--- config.mk ---
export PLATFORM = sky130hd
export DESIGN_NAME = motor_ramp_controller_flat
export DESIGN_NICKNAME = d
export VERILOG_FILES = /design/src/rtl/motor_ramp_if.sv /design/src/rtl/motor_ramp_controller.sv /design/src/flat_wrapper.sv
export SDC_FILE = /design/constraint.sdc
export NUM_CORES = 1
export LEC_CHECK = 0
export ABC_CLOCK_PERIOD_IN_PS = 4700
export BUFFER_PORTS_ARGS = -buffer_cell sky130_fd_sc_hd__buf_2
export CORE_MARGIN = 2
export CORE_UTILIZATION = 31
export DETAILED_ROUTE_END_ITERATION = 16
export GPL_TIMING_DRIVEN = 1
export PLACE_DENSITY = 0.51
export SETUP_SLACK_MARGIN = 0.4
export SLEW_MARGIN = 10
export SYNTH_ARGS = -nofsm -noshare
export SYNTH_HDL_FRONTEND = slang
export SYNTH_SLANG_ARGS = --single-unit
--- constraint.sdc ---
create_clock -name clk -period 4.7 [get_ports clk]
set_input_delay 0.47 -clock clk [delete_from_list [all_inputs] [get_ports clk]]
set_output_delay 0.47 -clock clk [all_outputs]
set_load 0.01 [all_outputs]
--- src/rtl/motor_ramp_if.sv ---
// Run/target request in, rate-limited duty and state status out, between the
// elevator controller (master) and the ramp stage (slave).
interface motor_ramp_if;
  logic       run;
  logic [7:0] target_duty;
  logic       estop;
  logic       fault_clr;
  logic [7:0] duty_cycle;
  logic       busy;
  logic       at_speed;
  logic       stopped;
  logic       fault;

  modport master (
    output run, target_duty, estop, fault_clr,
    input  duty_cycle, busy, at_speed, stopped, fault
  );

  modport slave (
    input  run, target_duty, estop, fault_clr,
    output duty_cycle, busy, at_speed, stopped, fault
  );
endinterface

--- src/rtl/motor_ramp_controller.sv ---
// Soft-start/soft-stop duty ramp feeding pwm_generator; estop forces zero drive.
// Optional sticky estop (needs a fault_clr pulse to leave): define RAMP_FAULT_LATCH_EN.
module motor_ramp_controller #(
  parameter int unsigned STEP     = 4,
  parameter int unsigned TICK_DIV = 1000
) (
  input  logic         clk,
  input  logic         reset_n,
  motor_ramp_if.slave  bus
);
  localparam int unsigned   CW        = (TICK_DIV > 1) ? $clog2(TICK_DIV) : 1;
  localparam logic [CW-1:0] TICK_LAST = CW'(TICK_DIV - 1);
  localparam logic [8:0]    STEP9     = 9'(STEP);

  typedef enum logic [2:0] {
    S_IDLE, S_ACCEL, S_CRUISE, S_DECEL, S_ESTOP
  } state_t;

  state_t        r_state, w_nxt_state;
  logic [7:0]    r_duty, w_nxt_duty;
  logic [CW-1:0] r_cnt, w_nxt_cnt, w_cnt_inc;
  logic          r_busy, r_at_speed, r_stopped, r_fault;

  logic [7:0] w_setpt;
  logic [8:0] w_sp9, w_d9, w_up9, w_up_sat, w_up, w_dn9, w_dn;
  logic       w_tick, w_estop_exit;

  assign w_setpt = bus.run ? bus.target_duty : 8'd0;
  assign w_sp9   = {1'b0, w_setpt};
  assign w_d9    = {1'b0, r_duty};

  // 9-bit step arithmetic so neither direction can wrap
  assign w_up9    = w_d9 + STEP9;
  assign w_up_sat = (w_up9 > 9'd255) ? 9'd255 : w_up9;
  assign w_up     = (w_up_sat > w_sp9) ? w_sp9 : w_up_sat;
  assign w_dn9    = (w_d9 < STEP9) ? 9'd0 : (w_d9 - STEP9);
  assign w_dn     = (w_dn9 < w_sp9) ? w_sp9 : w_dn9;

  assign w_tick    = (r_cnt == TICK_LAST);
  assign w_cnt_inc = w_tick ? '0 : (r_cnt + CW'(1));

`ifdef RAMP_FAULT_LATCH_EN
  logic r_clr_seen;

  // a clear only counts once estop has been released
  always_ff @(posedge clk) begin
    if (!reset_n)                                      r_clr_seen <= 1'b0;
    else if (r_state != S_ESTOP || w_nxt_state != S_ESTOP) r_clr_seen <= 1'b0;
    else if (!bus.estop && bus.fault_clr)              r_clr_seen <= 1'b1;
  end

  assign w_estop_exit = !bus.estop && !bus.run && (r_clr_seen || bus.fault_clr);
`else
  logic w_unused_fault_clr;
  assign w_unused_fault_clr = bus.fault_clr;
  assign w_estop_exit       = !bus.estop && !bus.run;
`endif

  always_ff @(posedge clk) begin
    if (!reset_n) begin
      r_state    <= S_IDLE;
      r_duty     <= 8'd0;
      r_cnt      <= '0;
      r_busy     <= 1'b0;
      r_at_speed <= 1'b0;
      r_stopped  <= 1'b1;
      r_fault    <= 1'b0;
    end else begin
      r_state    <= w_nxt_state;
      r_duty     <= w_nxt_duty;
      r_cnt      <= w_nxt_cnt;
      r_busy     <= (w_nxt_state == S_ACCEL) || (w_nxt_state == S_DECEL);
      r_at_speed <= (w_nxt_state == S_CRUISE);
      r_stopped  <= (w_nxt_state == S_IDLE);
      r_fault    <= (w_nxt_state == S_ESTOP);
    end
  end

  always_comb begin
    w_nxt_state = r_state;
    w_nxt_duty  = r_duty;
    w_nxt_cnt   = r_cnt;
    if (bus.estop) begin
      w_nxt_state = S_ESTOP;
      w_nxt_duty  = 8'd0;
    end else begin
      case (r_state)
        S_IDLE: begin
          w_nxt_duty = 8'd0;
          if (w_setpt != 8'd0) w_nxt_state = S_ACCEL;
        end
        S_ACCEL: begin
          // a zero setpoint always leaves through DECEL so it ends in IDLE
          if (w_sp9 < w_d9 || w_setpt == 8'd0) begin
            w_nxt_state = S_DECEL;
          end else begin
            w_nxt_cnt = w_cnt_inc;
            if (w_tick) begin
              w_nxt_duty = w_up[7:0];
              if (w_up == w_sp9) w_nxt_state = S_CRUISE;
            end
          end
        end
        S_CRUISE: begin
          if (w_sp9 > w_d9)      w_nxt_state = S_ACCEL;
          else if (w_sp9 < w_d9) w_nxt_state = S_DECEL;
        end
        S_DECEL: begin
          if (w_sp9 > w_d9) begin
            w_nxt_state = S_ACCEL;
          end else begin
            w_nxt_cnt = w_cnt_inc;
            if (w_tick) begin
              w_nxt_duty = w_dn[7:0];
              if (w_dn == w_sp9)
                w_nxt_state = (w_setpt == 8'd0) ? S_IDLE : S_CRUISE;
            end
          end
        end
        S_ESTOP: begin
          w_nxt_duty = 8'd0;
          if (w_estop_exit) w_nxt_state = S_IDLE;
        end
        default: begin
          w_nxt_state = S_IDLE;
          w_nxt_duty  = 8'd0;
        end
      endcase
    end
    // every state entry restarts the prescaler, including direction reversal
    if (w_nxt_state != r_state) w_nxt_cnt = '0;
  end

  assign bus.duty_cycle = r_duty;
  assign bus.busy       = r_busy;
  assign bus.at_speed   = r_at_speed;
  assign bus.stopped    = r_stopped;
  assign bus.fault      = r_fault;
endmodule

--- src/flat_wrapper.sv ---
// flat-port wrapper written by rule: the top's interface ports become plain ports
module motor_ramp_controller_flat 
#(
  parameter int unsigned STEP     = 4,
  parameter int unsigned TICK_DIV = 1000
)
  (clk, reset_n, bus_run, bus_target_duty, bus_estop, bus_fault_clr, bus_duty_cycle, bus_busy, bus_at_speed, bus_stopped, bus_fault);
  motor_ramp_if bus_i ();
  input  logic clk;
  input  logic reset_n;
  input wire logic [$bits(bus_i.run)-1:0] bus_run;
  input wire logic [$bits(bus_i.target_duty)-1:0] bus_target_duty;
  input wire logic [$bits(bus_i.estop)-1:0] bus_estop;
  input wire logic [$bits(bus_i.fault_clr)-1:0] bus_fault_clr;
  output wire logic [$bits(bus_i.duty_cycle)-1:0] bus_duty_cycle;
  output wire logic [$bits(bus_i.busy)-1:0] bus_busy;
  output wire logic [$bits(bus_i.at_speed)-1:0] bus_at_speed;
  output wire logic [$bits(bus_i.stopped)-1:0] bus_stopped;
  output wire logic [$bits(bus_i.fault)-1:0] bus_fault;
  assign bus_i.run = bus_run;
  assign bus_i.target_duty = bus_target_duty;
  assign bus_i.estop = bus_estop;
  assign bus_i.fault_clr = bus_fault_clr;
  assign bus_duty_cycle = bus_i.duty_cycle;
  assign bus_busy = bus_i.busy;
  assign bus_at_speed = bus_i.at_speed;
  assign bus_stopped = bus_i.stopped;
  assign bus_fault = bus_i.fault;
  motor_ramp_controller #(.STEP(STEP), .TICK_DIV(TICK_DIV)) u_core (.clk(clk), .reset_n(reset_n), .bus(bus_i));
endmodule
==> qor.csv, run 1 <==
metric,value,unit
synth.cell_area,2890,um2
crit_fanout,11,
grt_max_degree,17,
gp_congestion,0.875,
arrival,3990,ps
postSynthAreaPerCell,7.34,um2
finalSetupViolCount,0,
ant_nets,0,
grt_pass1_wl,14000,um
cts_inserted_buffers,3,
layout_common_cells,"39 x nand2_1, 32 x nor2_1, 27 x ha_1",
period_needed,3780,ps
ys_ff_latch,25,
start_util,31.6,%
r2r_start,u_core.bus.duty_cycle[3]$_SDFFE_PP0P_,
clock_latency,280,ps
cts_hold_buf,0,
multi_input_area,2210,um2
clk_pin_slew,100,ps
yosys_most_used_dff,dfxtp_1,
reg2regPathDepth,15,
final.setup_skew,11.7,ps
async_flop_share,0,%
num_rows,35,
syn_inst,394,
cts_tree,built,
grt_setup_unrepaired,false,
yosysWarnings,0,
end_kind,register,
fillerInstances,998,
drv_cap,0,
synth_edf_count,0,
worstHoldStart,reset_n,
regArea,502,um2
cp.required,4910,ps
max_slew_margin,42.9,%
vias,2915,
holdPathStages,2,
post_route_cells_drive_above_1_share,14.9,%
dp_hpwl,6620,um
max-vdd-ir-drop,138,uV
final_common_cell,nand2_1,
fin_util,34.1,%
r2r_end,u_core.r_cnt[8]$_SDFFE_PP0P_,
fin_setup_tns,0,ps
drt-pass1-iter-count,6,
clk_path_buf_depth,2,
reg2reg_setup_slack,920,ps
stdcell_area,3120,um2
cp-start-kind,register,
die_area,10100,um2
coreArea,9150,um2
area_growth,7.84,%
nets,445,
grt_usage,17.3,%
die_w,101,um
cts-htree-levels,1,
routed_wl,8480,um
cts_root_buf,clkbuf_8,
die_h,101,um
hold_class,input pin to register,
powerDensity,185,nW/um2
wl_per_cell,16.5,um
placed_cell_area,3070,um2
worst_pin_slew,852,ps
finalCritPeriodShare,80.4,%
p_leak,0.00127,uW
fin_cells,515,
hold_violations,0,
status,completed,
hold_end,u_core.bus.stopped$_SDFF_PN1_,
drv_slew,0,
grt_antenna_before_repair,0,
port_buffers,23,
cts_sinks,25,
route.detailed.drc,0,
drt_iter0_drc,159,
worst_slack,919,ps
pre_cts_ws,542,ps
yosysSeqAreaShare,17.3,%
critical_path_class,register to register,
overflow,0,
antenna_cells,0,
io-pin-count,25,
ys_types,69,
grt_pass1_vias,2718,
clock.fmax,264,MHz
dp.cells,511,
vias_per_cell,5.66,
synthesis.nets,434,
synthesized netlist by cell type, drive strengths merged (3+ instances only):
library cell | number | share of area (%)
clkbuf | 10 | 1.3
or3b | 3 | 1.0
and2 | 9 | 1.9
nor4 | 5 | 1.6
nor3 | 16 | 2.8
a31oi | 6 | 1.3
and3 | 6 | 1.3
o21ai | 24 | 4.3
dfxtp | 25 | 17
a21oi | 28 | 5.4
or3 | 3 | 0.65
a21o | 4 | 1.0
buf | 10 | 2.2
nor2 | 39 | 5.7
nor2b | 4 | 0.87
o211ai | 4 | 1.0
nand2 | 39 | 5.1
mux2i | 8 | 2.8
ha | 27 | 12
xnor2 | 6 | 1.8
or2 | 3 | 0.65
o21bai | 3 | 0.78
inv | 21 | 2.7
nor3b | 5 | 1.3
o31ai | 3 | 0.95
a211oi | 3 | 0.78
nand4 | 7 | 1.5
nand3 | 18 | 3.1
o221a | 8 | 3.1
nand2b | 8 | 1.7
registers in the layout, indices dropped and copies added (netlist names):
register	flops
u_core.r_state	3
u_core.bus.at_speed	1
u_core.bus.duty_cycle	8
u_core.r_cnt	10
u_core.bus.busy	1
u_core.bus.stopped	1
u_core.bus.fault	1
stage by stage:
step	hold WS (ps)	power [uW]
floorplan	457	387
global placement	486	440
detailed placement	486	443
CTS	415	583
global route	432	617
finish	416	577
cells by family after synthesis:
| group | Yosys count | synth area share [%] |
|---|---|---|
| AOI/OAI and AO/OA | 109 | 27.2 |
| xor gates and xnor gates | 8 | 2.42 |
| adders and majority gates | 27 | 11.7 |
| buffers and inverters | 42 | 6.32 |
| DFF | 25 | 17.3 |
| muxes | 8 | 2.77 |
| and+or+nand+nor | 175 | 32.3 |
how the worst max path moves through the flow:
stage,from,to,slack [ps],cells after the start
finish,u_core.bus.duty_cycle[3]$_SDFFE_PP0P_,u_core.r_cnt[8]$_SDFFE_PP0P_,920,15
global route,u_core.bus.duty_cycle[3]$_SDFFE_PP0P_,u_core.r_cnt[0]$_SDFFE_PP0P_,610,15
CTS,u_core.bus.duty_cycle[3]$_SDFFE_PP0P_,u_core.r_cnt[6]$_SDFFE_PP0P_,530,15
detailed placement,u_core.bus.duty_cycle[3]$_SDFFE_PP0P_,u_core.r_cnt[5]$_SDFFE_PP0P_,540,15
global placement,u_core.bus.duty_cycle[3]$_SDFFE_PP0P_,u_core.r_cnt[6]$_SDFFE_PP0P_,630,15
floorplan,u_core.bus.duty_cycle[3]$_SDFFE_PP0P_,u_core.r_cnt[7]$_SDFFE_PP0P_,1220,17
repair_timing:
| action | in CTS | in global routing |
|---|---|---|
| gates resized for setup | 0 | 2 |
| buffers inserted | 0 | 0 |
| setup endpoints to repair | 0 | 10 |
critical path, stage by stage, from the launching register on:
cell,delay (ps)
dfxtp_2,410
inv_1,190
ha_1,210
or3b_4,420
a311oi_1,280
a21oi_1,160
inv_1,110
ha_1,250
a21o_1,160
a21oi_1,120
o21ai_0,110
or3_1,360
nand3_1,130
or3b_1,350
a31o_2,330
a21oi_2,130
report_power, final:
part	switching (uW)	internal, uW	leakage [uW]	total, uW
logic	131	83.5	0.00105	214
registers	8.83	217	0.000203	226
clock network	77.1	60.3	0.0000217	137
total	217	361	0.00127	577
metal layers:
metal	global-route usage (%)	vias up	part of all wire (%)
li1	-	1478	-
met1	23.2	1356	46
met2	28.5	67	46
met3	2.98	14	5.0
met4	4.64	0	2.2
met5	0	-	0
cell type report:
cell class	instances	share of cell area, %
multi-input combinational	327	70.8
sequential	25	16.1
tap	111	4.46
timing repair buffer	26	4.42
inverter	22	2.65
clock buffer	3	1.32
clock inverter	1	0.241
No activity file was read; power rests on OpenSTA's default activity.
==> run 2: changes to the inputs <==
--- a/config.mk
+++ b/config.mk
@@ -5,13 +5,13 @@
 export SDC_FILE = /design/constraint.sdc
 export NUM_CORES = 1
 export LEC_CHECK = 0
-export ABC_CLOCK_PERIOD_IN_PS = 4700
+export ABC_CLOCK_PERIOD_IN_PS = 3300
 export BUFFER_PORTS_ARGS = -buffer_cell sky130_fd_sc_hd__buf_2
 export CORE_MARGIN = 2
 export CORE_UTILIZATION = 31
 export DETAILED_ROUTE_END_ITERATION = 16
 export GPL_TIMING_DRIVEN = 1
-export PLACE_DENSITY = 0.51
+export PLACE_DENSITY = 0.53
 export SETUP_SLACK_MARGIN = 0.4
 export SLEW_MARGIN = 10
 export SYNTH_ARGS = -nofsm -noshare
==> constraint.sdc (replaced) <==
create_clock -name clk -period 3.3 [get_ports clk]
set_input_delay 0.33 -clock clk [delete_from_list [all_inputs] [get_ports clk]]
set_output_delay 0.33 -clock clk [all_outputs]
set_load 0.01 [all_outputs]
==> run 2 against run 1 <==
Against the previous run: the flow now finishes with violations (setup timing); critical path depth up 2; sequential share of layout area down 2.8 points; total power up 60%; cell count up 11%; register-to-register slack worse by 970 ps; setup slack worse by 970 ps; core utilization up 8.2 points; clock skew down 9.9 ps; clock power up 41%; count of clock-buffer cells in the layout unchanged; via count up 7.9%; largest cell class unchanged; highest routed layer unchanged.
==> qor.csv, run 2 (synthesis gave the netlist of run 1 again) <==
metric,value,unit
status,finished with violations,
violations,setup timing,
overflow,0,
critical_path.slowest_cell,or3b_4,
crit_family,compound AO/OA/AOI/OAI gates,
drt-pass1-iter-count,4,
grt_antenna_before_repair,0,
cts_root_buf,clkbuf_8,
largest_reg_flops,10,
final_common_cell,buf_4,
placed_cell_area,3430,um2
hold_class,input pin to register,
hold_violations,0,
regMostFlops,u_core.r_cnt,
path_buf_inv,5,
die_h,101,um
cts-htree-levels,1,
crit_chain,inv_4 -> buf_4 -> ha_4 -> nor4bb_4 -> nand4_1 -> o211ai_1 -> buf_4 -> ha_4 -> o21ai_2 -> a21oi_2 -> o31a_1 -> inv_2 -> a211oi_1 -> or3b_4 -> a31o_4 -> clkbuf_16 -> nor2_2,
max-vdd-ir-drop,149,uV
routed_wl,9460,um
coreArea,9150,um2
fin_cells,570,
port_buffers,23,
cts_hold_buf,0,
cp.required,3520,ps
clock.fmax,299,MHz
cts_inserted_buffers,3,
critical_path_class,register to register,
drv_cap,0,
grt_pass1_vias,2907,
route.detailed.drc,0,
drt_iter0_drc,177,
cp-start-kind,register,
wl_per_cell,16.6,um
clk_pin_slew,90,ps
arrival,3570,ps
powerDensity,239,nW/um2
finalSetupViolCount,10,
max_slew_margin,59.5,%
ant_nets,0,
stdcell_area,3870,um2
vias,3144,
vias_per_cell,5.52,
cp_num_cells,17,
dp_hpwl,7320,um
nets,500,
layout_common_cells,"52 x buf_4, 37 x nand2_1, 31 x nor2_1",
fin_util,42.3,%
die_w,101,um
dp.cells,552,
die_area,10100,um2
final.setup_skew,1.85,ps
worst_pin_slew,603,ps
pre_cts_ws,-76.4,ps
holdPathStages,2,
slowest_delay,410,ps
power,926,uW
antenna_cells,0,
finalCritPeriodShare,101,%
num_rows,35,
grt_max_degree,17,
period_needed,3350,ps
gp_congestion,0.901,
end_kind,register,
crit_fanout,5,
clock_latency,270,ps
grt_setup_unrepaired,true,
cts_tree,built,
io-pin-count,25,
post_route_cells_drive_above_1_share,34.4,%
area_growth,33.9,%
grt_pass1_wl,14800,um
cts_sinks,25,
grt_usage,18.3,%
worst_slack,-48.5,ps
clk_path_buf_depth,2,
drv_slew,0,
reg2regPathDepth,17,
p_leak,0.00161,uW
start_util,31.6,%
[run 2: layer usage]
layer	track usage, %	vias up	share of wire (%)
li1	-	1587	-
met1	23.7	1482	45
met2	32.5	64	50
met3	2.01	11	3.3
met4	4.00	0	1.5
met5	0	-	0
[run 2: repair_timing]
item,in CTS,in global routing
buffers inserted,7,6
endpoints found under the setup margin,23,23
gates cloned,0,1
gates resized for setup,23,41
pin swaps,5,9
[run 2: cell type report]
cell class                 instances  area (um2)
multi-input combinational        327        2460
clock inverter                     1        7.51
timing repair buffer              81         613
inverter                          22        90.1
sequential                        25         513
clock buffer                       3        41.3
tap                              111         139
fill                             947        5280
[run 2: worst paths after layout]
| kind | start | to | slack, ps |
|---|---|---|---|
| worst min register to register | u_core.r_cnt[9]$_SDFFE_PP0P_ | u_core.r_cnt[9]$_SDFFE_PP0P_ | 500 |
| worst min-delay path | reset_n | u_core.bus.stopped$_SDFF_PN1_ | 280 |
| worst max register to register | u_core.bus.duty_cycle[2]$_SDFFE_PP0P_ | u_core.r_cnt[3]$_SDFFE_PP0P_ | -50 |
| worst max-delay path | u_core.bus.duty_cycle[2]$_SDFFE_PP0P_ | u_core.r_cnt[3]$_SDFFE_PP0P_ | -50 |
[run 2: per-stage QoR]
step	TNS (ps)	hold WS (ps)
6_report	-360	275
5_1_grt	-2340	283
4_1_cts	-765	262
3_5_place_dp	-643	488
3_3_place_gp	-0.948	484
2_1_floorplan	0	401
[run 2: power by group]
| part | internal, uW | leakage [uW] | switching, uW | total, uW |
|---|---|---|---|---|
| logic | 190 | 0.00138 | 226 | 416 |
| clock network | 85.8 | 0.0000217 | 107 | 193 |
| registers | 307 | 0.000206 | 9.65 | 317 |
| total | 583 | 0.00161 | 343 | 926 |
